File: src/rtl/adc_spi_pkg.sv
// Shared constants and FSM encoding for the ADC configuration SPI responder.
package adc_spi_pkg;

  localparam int FRAME_BITS = 16;
  localparam int ADDR_BITS  = 7;
  localparam int DATA_BITS  = 8;
  localparam int RW_BIT     = 15;

  // ADC register map
  localparam logic [ADDR_BITS-1:0] PDWN = 7'd1;
  localparam logic [ADDR_BITS-1:0] TIM  = 7'd2;
  localparam logic [ADDR_BITS-1:0] MODE = 7'd3;
  localparam logic [ADDR_BITS-1:0] FORM = 7'd4;

  typedef enum logic [1:0] {
    IDLE     = 2'd0,
    ADDR     = 2'd1,
    DATA     = 2'd2,
    WAIT_END = 2'd3
  } state_e;

endpackage

File: src/rtl/spi_sync_edge.sv
// Single-pin synchronizer with registered rise/fall pulses.
// lvl_o is the delayed level, time-aligned with the edge pulses.
module spi_sync_edge #(
  parameter int   SYNC_STAGES = 2,
  parameter logic INIT        = 1'b0
) (
  input  logic clk_i,
  input  logic pll_ff_rst,
  input  logic pin_i,
  output logic lvl_o,
  output logic rise_o,
  output logic fall_o
);

  logic [SYNC_STAGES-1:0] sync_p0;
  logic                   dly_p1;
  logic                   rise_p1;
  logic                   fall_p1;

  // Metastability chain, then one flop to compare against for edge detection
  always_ff @(posedge clk_i or negedge pll_ff_rst) begin
    if (!pll_ff_rst) begin
      sync_p0 <= {SYNC_STAGES{INIT}};
      dly_p1  <= INIT;
      rise_p1 <= 1'b0;
      fall_p1 <= 1'b0;
    end else begin
      sync_p0 <= {sync_p0[SYNC_STAGES-2:0], pin_i};
      dly_p1  <= sync_p0[SYNC_STAGES-1];
      rise_p1 <= sync_p0[SYNC_STAGES-1] & ~dly_p1;
      fall_p1 <= ~sync_p0[SYNC_STAGES-1] & dly_p1;
    end
  end

  assign lvl_o  = dly_p1;
  assign rise_o = rise_p1;
  assign fall_o = fall_p1;

endmodule

File: src/rtl/adc_spi_cfg_slave.sv
// SPI responder for 16-bit ADC configuration frames (R/W + 7-bit address + 8-bit data).
// Decodes frames into a small register file and supports readback on MISO.
module adc_spi_cfg_slave
  import adc_spi_pkg::*;
#(
  parameter int                NREG        = 8,
  parameter logic [NREG*8-1:0] REG_INIT    = '0,
  parameter int                SYNC_STAGES = 2
) (
  input  logic              clk_i,
  input  logic              pll_ff_rst,
  input  logic              spi_cs_i,
  input  logic              spi_clk_i,
  input  logic              spi_mosi_i,
  output logic              spi_miso_o,
  output logic              spi_miso_t,
  output logic [NREG*8-1:0] reg_o,
  output logic              wr_stb_o,
  output logic [6:0]        wr_adr_o,
  output logic [7:0]        wr_dat_o,
  output logic              frame_err_o,
  output logic [15:0]       frame_cnt_o
);

  localparam logic [4:0] CNT_ADDR  = 5'(ADDR_BITS + 1);
  localparam logic [4:0] CNT_FRAME = 5'(FRAME_BITS);
  localparam logic [4:0] CNT_DATA0 = 5'(ADDR_BITS + 2);

  logic cs_lvl, cs_rise, cs_fall;
  logic sck_lvl, sck_rise, sck_fall;
  logic mosi_lvl, mosi_rise, mosi_fall;
  logic unused_edges;

  // CS chain starts "low" so a CS already held low at reset release shows no edge
  spi_sync_edge #(.SYNC_STAGES(SYNC_STAGES), .INIT(1'b0)) u_cs (
    .clk_i(clk_i), .pll_ff_rst(pll_ff_rst), .pin_i(spi_cs_i),
    .lvl_o(cs_lvl), .rise_o(cs_rise), .fall_o(cs_fall));

  spi_sync_edge #(.SYNC_STAGES(SYNC_STAGES), .INIT(1'b1)) u_sck (
    .clk_i(clk_i), .pll_ff_rst(pll_ff_rst), .pin_i(spi_clk_i),
    .lvl_o(sck_lvl), .rise_o(sck_rise), .fall_o(sck_fall));

  spi_sync_edge #(.SYNC_STAGES(SYNC_STAGES), .INIT(1'b0)) u_mosi (
    .clk_i(clk_i), .pll_ff_rst(pll_ff_rst), .pin_i(spi_mosi_i),
    .lvl_o(mosi_lvl), .rise_o(mosi_rise), .fall_o(mosi_fall));

  assign unused_edges = &{1'b0, sck_lvl, mosi_rise, mosi_fall};

  state_e            state_q;
  logic [4:0]        bit_cnt_q;
  logic [15:0]       sh_in_q;
  logic [7:0]        sh_out_q;
  logic              rw_q;
  logic              cs_armed_q;
  logic [NREG*8-1:0] reg_q;

  logic              sck_rise_act;
  logic [4:0]        cnt_nxt;
  logic [15:0]       sh_nxt;
  logic [6:0]        rd_adr;
  logic [7:0]        rd_dat;
  logic [6:0]        fr_adr;
  logic              fr_hit;

  // Next bit count / shift value, so a bit coinciding with CS rise is counted before commit
  always_comb begin
    sck_rise_act = sck_rise && (state_q != IDLE);
    cnt_nxt      = bit_cnt_q;
    sh_nxt       = sh_in_q;
    if (sck_rise_act) begin
      sh_nxt = {sh_in_q[14:0], mosi_lvl};
      if (bit_cnt_q <= CNT_FRAME) cnt_nxt = bit_cnt_q + 5'd1;
    end
    rd_adr = sh_nxt[6:0];
    rd_dat = 8'h00;
    if (int'(rd_adr) < NREG) rd_dat = reg_q[int'(rd_adr)*8 +: 8];
    fr_adr = sh_nxt[14:8];
    fr_hit = (int'(fr_adr) < NREG);
  end

  // Frame FSM, readback shifter and register-file commit
  always_ff @(posedge clk_i or negedge pll_ff_rst) begin
    if (!pll_ff_rst) begin
      state_q     <= IDLE;
      bit_cnt_q   <= '0;
      sh_in_q     <= '0;
      sh_out_q    <= '0;
      rw_q        <= 1'b0;
      cs_armed_q  <= 1'b0;
      reg_q       <= REG_INIT;
      wr_stb_o    <= 1'b0;
      wr_adr_o    <= '0;
      wr_dat_o    <= '0;
      frame_err_o <= 1'b0;
      frame_cnt_o <= '0;
      spi_miso_o  <= 1'b0;
      spi_miso_t  <= 1'b1;
    end else begin
      wr_stb_o    <= 1'b0;
      frame_err_o <= 1'b0;
      if (cs_lvl) cs_armed_q <= 1'b1;
      if (cs_rise) begin
        state_q    <= IDLE;
        spi_miso_t <= 1'b1;
        if (state_q != IDLE) begin
          if (cnt_nxt == CNT_FRAME) begin
            frame_cnt_o <= frame_cnt_o + 16'd1;
            if (!sh_nxt[RW_BIT] && fr_hit) begin
              reg_q[int'(fr_adr)*8 +: 8] <= sh_nxt[7:0];
              wr_stb_o <= 1'b1;
              wr_adr_o <= fr_adr;
              wr_dat_o <= sh_nxt[7:0];
            end
          end else begin
            frame_err_o <= 1'b1;
          end
        end
      end else begin
        case (state_q)
          IDLE: begin
            spi_miso_t <= 1'b1;
            if (cs_fall && cs_armed_q) begin
              state_q   <= ADDR;
              bit_cnt_q <= '0;
            end
          end
          ADDR: begin
            bit_cnt_q <= cnt_nxt;
            sh_in_q   <= sh_nxt;
            if (sck_rise_act && cnt_nxt == CNT_ADDR) begin
              state_q <= DATA;
              rw_q    <= sh_nxt[7];
              if (sh_nxt[7]) begin
                spi_miso_t <= 1'b0;
                spi_miso_o <= rd_dat[7];
                sh_out_q   <= {rd_dat[6:0], 1'b0};
              end
            end
          end
          DATA: begin
            bit_cnt_q <= cnt_nxt;
            sh_in_q   <= sh_nxt;
            // MSB stays on the pin through the first data sample edge
            if (sck_fall && rw_q && bit_cnt_q >= CNT_DATA0) begin
              spi_miso_o <= sh_out_q[7];
              sh_out_q   <= {sh_out_q[6:0], 1'b0};
            end
            if (sck_rise_act && cnt_nxt == CNT_FRAME) state_q <= WAIT_END;
          end
          WAIT_END: begin
            bit_cnt_q <= cnt_nxt;
            sh_in_q   <= sh_nxt;
          end
          default: state_q <= IDLE;
        endcase
      end
    end
  end

  assign reg_o = reg_q;

endmodule

File: config.mk
export PLATFORM = sky130hd
export DESIGN_NAME = adc_spi_cfg_slave
export DESIGN_NICKNAME = d
export VERILOG_FILES = /design/src/rtl/adc_spi_pkg.sv /design/src/rtl/spi_sync_edge.sv /design/src/rtl/adc_spi_cfg_slave.sv
export SDC_FILE = /design/constraint.sdc
export NUM_CORES = 1
export LEC_CHECK = 0
export ABC_AREA = 1
export BUFFER_PORTS_ARGS = -buffer_cell sky130_fd_sc_hd__buf_4
export CORE_UTILIZATION = 30
export CTS_CLUSTER_DIAMETER = 200
export DETAILED_ROUTE_END_ITERATION = 8
export SYNTH_ARGS = -nofsm -noshare
export SYNTH_HDL_FRONTEND = slang
export SYNTH_SLANG_ARGS = --single-unit
File: constraint.sdc
create_clock -name clk_i -period 6.8 [get_ports clk_i]
set_input_delay 0.68 -clock clk_i [delete_from_list [all_inputs] [get_ports clk_i]]
set_output_delay 0.68 -clock clk_i [all_outputs]
set_load 0.02 [all_outputs]
# Yosys cells after proc, flatten, opt, wreduce, memory -nomap -nowiden
# Index checks and enable logic that the tools add are counted.
[word_totals]
regBits = 145
inputBits = 5
[classes]
shift = 3
muxes = 31
reduce_logical = 22
n_addsub = 3
eq_ne = 13
n_lt_le_gt_ge = 4
bitwise = 9
[ops]
columns = ["operator", "n"]
rows = [
  ["$bwmux 64", 1],
  ["$shift 8x33->64 const A", 1],
  ["$shiftx 64x11->8", 1],
  ["$shiftx 8x33->64", 1],
  ["$neg 10->33", 1],
  ["$mux 8", 4],
  ["$add 16x1->16 const B", 1],
  ["$mux 16", 1],
  ["$pmux 8 s2", 1],
  ["$mux 5", 3],
  ["$lt 7x4->1 const B", 2],
  ["$mux 1", 13],
  ["$ne 3x2->1 const B", 4],
  ["$pmux 5 s2", 1],
  ["$reduce_and 3->1", 3],
  ["$mux 2", 4],
  ["$ne 2x2->1 const B", 4],
  ["$reduce_and 4->1", 2],
  ["$logic_and 1x1->1", 7],
  ["$pmux 2 s3", 1],
  ["$add 5x1->5 const B", 1],
  ["$eq 5x4->1 const B", 1],
  ["$eq 5x5->1 const B", 1],
  ["$ge 5x4->1 const B", 1],
  ["14 further kinds", 25],
]

# Depth between registers and ports, before layout
[depth]
word_depth = 9
depth_mapped = 25
ltp_nobuf = 22

# Cells and area by module
# From an unflattened synthesis, not the netlist that was laid out.
[unflattened]
hier_cells = 953
area_unflattened_um2 = 7747.4
[modules_own_cells]
columns = ["mod", "area_per_inst_um2", "seq_area_each_um2", "n_inst", "cells_each"]
rows = [
  ["adc_spi_cfg_slave", 7323.3, 3279.4, 1, 926],
  ["spi_sync_edge at u_cs ...", 140.1, 125.1, 2, 9],
  ["spi_sync_edge at u_sck", 143.9, 128.9, 1, 9],
]

# Least setup slack after synthesis
# Ideal clock, no wire load.
[synth_path]
path_type = "register -> register"
start = "register state_q[1]"
end = "register reg_q[6] (netlist: reg_o[6])"
setup_time_ns = 0.121
path_stages_with_launch = 25
required_time_ns = 6.679
t_arrival_ns = 3.167
path_slack_ns = 3.512
period_less_slack_ns = 3.288
path_cell_list = "dfrtp_1 inv_1 ha_1 inv_2 nand2_4 buf_6 nand2_1 nand2_1 buf_4 ha_1 inv_1 nor2_4 nand3_2 nor2_1 ha_1 nor2_1 nand3_1 nor2_1 o21bai_1 nand2_1 nor2_1 nand3_2 buf_2 nand2_1 o21ai_1"
[synth_via]
elab_chain_len = 6
word_cells_on_any_way = 13
[synth_lines]
columns = ["item", "line_no", "source"]
rows = [
  ["start, declared", "adc_spi_cfg_slave.sv:49", "state_e state_q;"],
  ["start signal, assigned", "adc_spi_cfg_slave.sv:84", "state_q <= IDLE;"],
  ["start signal, assigned", "adc_spi_cfg_slave.sv:103", "state_q <= IDLE;"],
  ["start signal, assigned", "adc_spi_cfg_slave.sv:123", "state_q <= ADDR;"],
  ["$reduce_bool 2->1 (*)", "adc_spi_cfg_slave.sv:67, adc_spi_cfg_slave.sv:105", ""],
  ["$logic_and 1x1->1", "adc_spi_cfg_slave.sv:67", "sck_rise_act = sck_rise && (state_q != IDLE);"],
  ["$mux 16", "adc_spi_cfg_slave.sv:70", "if (sck_rise_act) begin"],
  ["$neg 10->33, or another cell as far along", "adc_spi_cfg_slave.sv:109", "reg_q[int'(fr_adr)*8 +: 8] <= sh_nxt[7:0];"],
  ["$shiftx 8x33->64, or another cell as far along", "adc_spi_cfg_slave.sv:109", ""],
  ["$bwmux 64 / $reduce_and 4->1 (equally long branches)", "-", ""],
  ["end signal, assigned by index", "adc_spi_cfg_slave.sv:109", ""],
  ["end, declared", "adc_spi_cfg_slave.sv:55", "logic [NREG*8-1:0] reg_q;"],
]
# Every way passes the cells marked *; elsewhere a longest branch is shown, timed or not.
# A chain may end at the register's enable or synchronous reset.

# Final worst setup path
[layout_path]
start = "register state_q[0]"
end = "register reg_q[32] (netlist: reg_o[32])"
# The elaborated chain is that of the path after synthesis.

==> impl_results.md <==
- Number of buffers and inverters on the critical path: 3
- Die Footprint: 0.02599 mm²
- Crit path launch: state_q[0]
- Detailed-route wire length per cell: 16.89 µm
- Largest vdd supply drop: 0.2697 mV
- Met2 Wirelength: 10.08 mm
- Slew at the pin closest to its max-slew limit: 1.078 ns
- Number of unique standard cell types used by synthesis: 41
- Antenna diode count: 0
- Largest area contributor in the netlist: sky130_fd_sc_hd__dfrtp_1
- Crit path largest cell delay: 0.82 ns
- Proportion of netlist area held by the largest area contributor: 46.07%
- Relative slew slack: 28.08%
- Post-Route Skew: 0.01260 ns
- Antenna violations before repair: 0
- Total met3 wirelength after detailed routing: 1.675 mm
- Worst-path cell chain: inv_1 > ha_1 > inv_2 > nand2_4 > nand2_1 > nand2_1 > ha_1 > inv_1 > nor2_4 > nor2_2 > nand2_1 > nor2_2 > nand3_2 > nand2_1 > o21ai_1
- Synthesized instance count: 946
- Placeable Area: 0.02460 mm²
- Vias: 6,794
- Worst Path Max Fanout: 26
- Result of the run: complete, no violations
- Worst slack at placement: 2.300 ns
- Violation count after the first detailed-routing iteration: 537
- Arrival time of the worst setup path: 4.84 ns
- Startpoint type of the worst setup path: register
- Final Wtd Congestion: 0.9135
- Proportion of synthesized flip-flops having asynchronous set or reset: 100.0%
- Vias in the first global route: 6,629
- Post-route minimum period: 4.528 ns
- Peak Freq: 220.8 MHz
- Die extent in y: 161.2 µm
- First-pass GRT wire length: 37.05 mm
- Area growth from synthesis to final layout: 21.88%
- Smallest setup slack after layout: 2.272 ns
- Number of pins with negative max-slew slack in the final report: 0
- Syn_nets: 961
- Crit path capture type: register
- Final setup fails: 0
- Fin Setup TNS: 0 ns
- Total of cells resized after clock tree synthesis: 0
- Reg-to-reg critical path startpoint: state_q[0]
- Final HPWL from detailed placement: 16.53 mm
- Hold/Removal Path Class: primary input to async pin
- TritonCTS clock tree: yes
- Top_reg_cell synth: sky130_fd_sc_hd__dfrtp_1
- Num Clock Sinks: 144
- Avg Synthesized Cell Area: 8.039 µm²
- Part of the cycle the worst path needs: 66.59%
- DR DRC count: 0
- Core occupancy in the finished layout: 37.67%
- Total Power Consumption: 3.286 mW
- Total congestion overflow: 0
- Root Driver: sky130_fd_sc_hd__clkbuf_16
- Clock Path Buffers: 2
- Detailed-route vias per instance: 4.959
- Number of buffers created by CTS: 17
- Pre-Repair DR Iteration Count: 5
- Number of enable flip-flop cells after synthesis: 0
- Cell family with the largest share of critical-path delay: simple AND/OR/NAND/NOR gates
- Max-capacitance violation count: 0
- Critical register-to-register path endpoint: reg_o[32]
- Post-CTS Setup Bufs: 0
- Post-cts hold buffer count: 0
- Maximum number of pins on one net before global-route repair: 78
- Leading cell type by number of instances after synthesis: sky130_fd_sc_hd__nand2_1
- Fraction of final layout cells with drive strength greater than 1: 20.84%
- Top post-synthesis cells by area: sky130_fd_sc_hd__dfrtp_1, sky130_fd_sc_hd__nand2_1, sky130_fd_sc_hd__nor2_1
- Leakage component of the power: 4.491 nW
- Wirelength, routed: 23.14 mm
- Most common cell type on the critical path: sky130_fd_sc_hd__nand2_1
- Initial core utilization: 30.91%
- Rows: 57
- Syn. warnings: 0
- Hold Slack: 0.2515 ns
- Slowest stage cell, crit path: sky130_fd_sc_hd__nor2_2
- I/O pin count: 104
- Uppermost layer routed: met4
- Total number of nets in the final design: 1,048
- Capturing element of the worst setup path: reg_o[32]
- Power density cells: 354.5 mW/mm²
- PortBufs: 103
- Clock input transition at the sequential cells of the worst setup and hold paths: 0.06 ns
- Deepest level of the CTS H-tree: 4
- Worst-case reg-to-reg path depth: 15
- Logic depth of the worst setup path including buffers: 15
- Portion of the post-synthesis area used by sequential elements: 47.45%
- Count of final hold-check violations: 0
- Insertion delay of the later-clocked pin in the worst-skew pair: 0.43 ns
- Synthesis-stage register bit count: 144
- Die outline width: 161.2 µm
- Unrepaired setup endpoints after global routing: no
- Wire length the detailed router placed on met1: 10.89 mm
- WP data required: 7.11 ns
- Setup slack on the worst flop-to-flop path: 2.27 ns
- Classification of the worst setup path: register to register
- Ranking of synthesized cells by instance count: sky130_fd_sc_hd__nand2_1, sky130_fd_sc_hd__dfrtp_1, sky130_fd_sc_hd__nor2_1
- Global Route Usage Sum: 18.56%
- Post-synth design cell area: 0.007605 mm²
- Post-DRT Antenna Nets: 0
layout by cell type (no fill, tap or decap), types with 17 or more instances in the layout:
master / n
sky130_fd_sc_hd__nand2_1: 251
sky130_fd_sc_hd__clkbuf_16: 17
sky130_fd_sc_hd__or2_2: 18
sky130_fd_sc_hd__nand3_1: 64
sky130_fd_sc_hd__inv_1: 75
sky130_fd_sc_hd__o211ai_1: 26
sky130_fd_sc_hd__nand4_1: 32
sky130_fd_sc_hd__nor2_1: 86
sky130_fd_sc_hd__o21ai_2: 19
sky130_fd_sc_hd__o21ai_0: 63
sky130_fd_sc_hd__dfrtp_1: 140
sky130_fd_sc_hd__buf_4: 109
sky130_fd_sc_hd__o21ai_1: 19
worst register-to-register path, stage by stage, from the launching register on:
cell and delay (ns):
sky130_fd_sc_hd__dfrtp_1 0.39, sky130_fd_sc_hd__inv_1 0.08, sky130_fd_sc_hd__ha_1 0.29, sky130_fd_sc_hd__inv_2 0.17, sky130_fd_sc_hd__nand2_4 0.18, sky130_fd_sc_hd__nand2_1 0.11
sky130_fd_sc_hd__nand2_1 0.24, sky130_fd_sc_hd__ha_1 0.30, sky130_fd_sc_hd__inv_1 0.09, sky130_fd_sc_hd__nor2_4 0.05, sky130_fd_sc_hd__nor2_2 0.82, sky130_fd_sc_hd__nand2_1 0.16
sky130_fd_sc_hd__nor2_2 0.81, sky130_fd_sc_hd__nand3_2 0.49, sky130_fd_sc_hd__nand2_1 0.15, sky130_fd_sc_hd__o21ai_1 0.08
sequential cells by signal, indices dropped and copies added (netlist names), 2 cells and up:
name            count
wr_dat_o            8
u_cs.sync_p0        2
u_sck.sync_p0       2
sh_in_q            16
wr_adr_o            7
u_mosi.sync_p0      2
reg_o              64
frame_cnt_o        16
sh_out_q            7
bit_cnt_q           5
state_q             2
worst min-delay path by stage:
stage                      startpoint  cells past startpoint          endpoint  slack [ns]
finish                     pll_ff_rst                      1   u_cs.sync_p0[0]        0.25
CTS                        pll_ff_rst                      1   u_cs.sync_p0[0]        0.28
detailed placement   u_sck.sync_p0[0]                      0  u_sck.sync_p0[1]        0.35
floorplan             u_cs.sync_p0[0]                      0   u_cs.sync_p0[1]        0.33
global route               pll_ff_rst                      1   u_cs.sync_p0[0]        0.30
global placement    u_mosi.sync_p0[1]                      0      u_mosi.lvl_o        0.34
cell type report:
cell class / count / area, µm²
flip-flops and latches: 144 / 3608
repair buffers: 110 / 829.5
fillers: 2566 / 15340
clock inverters: 13 / 183.9
well taps: 324 / 405.4
clock buffers: 19 / 452.9
multi-input cells: 677 / 3477
inverters: 83 / 311.5
per-stage QoR:
stage,area [µm²],std cells
final,9269,1370
after global routing,9269,1370
after CTS,9269,1370
after detailed placement,8632,1338
after global placement,8632,1338
after floorplan,7605,946
power by group:
group          internal, mW  switching (mW)  leakage [nW]
Sequential            0.930          0.0461          1.94
Clock                 0.634           0.385         0.305
Combinational         0.323           0.968          2.24
routing by layer:
metal	up-vias	GRT usage (%)
li1	3300	-
met1	3188	26.41
met3	37	4.006
met2	269	27.55
met4	0	6.775
met5	-	0
cells by family (layout without fill, tap and decap cells):
family	after synthesis	in the layout	share of synthesized area [%]
and+or+nand+nor	502	502	30.31
buffers and inverters	125	225	6.877
adders and majority gates	10	10	1.645
DFF	144	144	47.45
xor gates and xnor gates	16	16	1.843
AOI/OAI and AO/OA	149	149	11.88
Power figures use the tool's default switching activity.
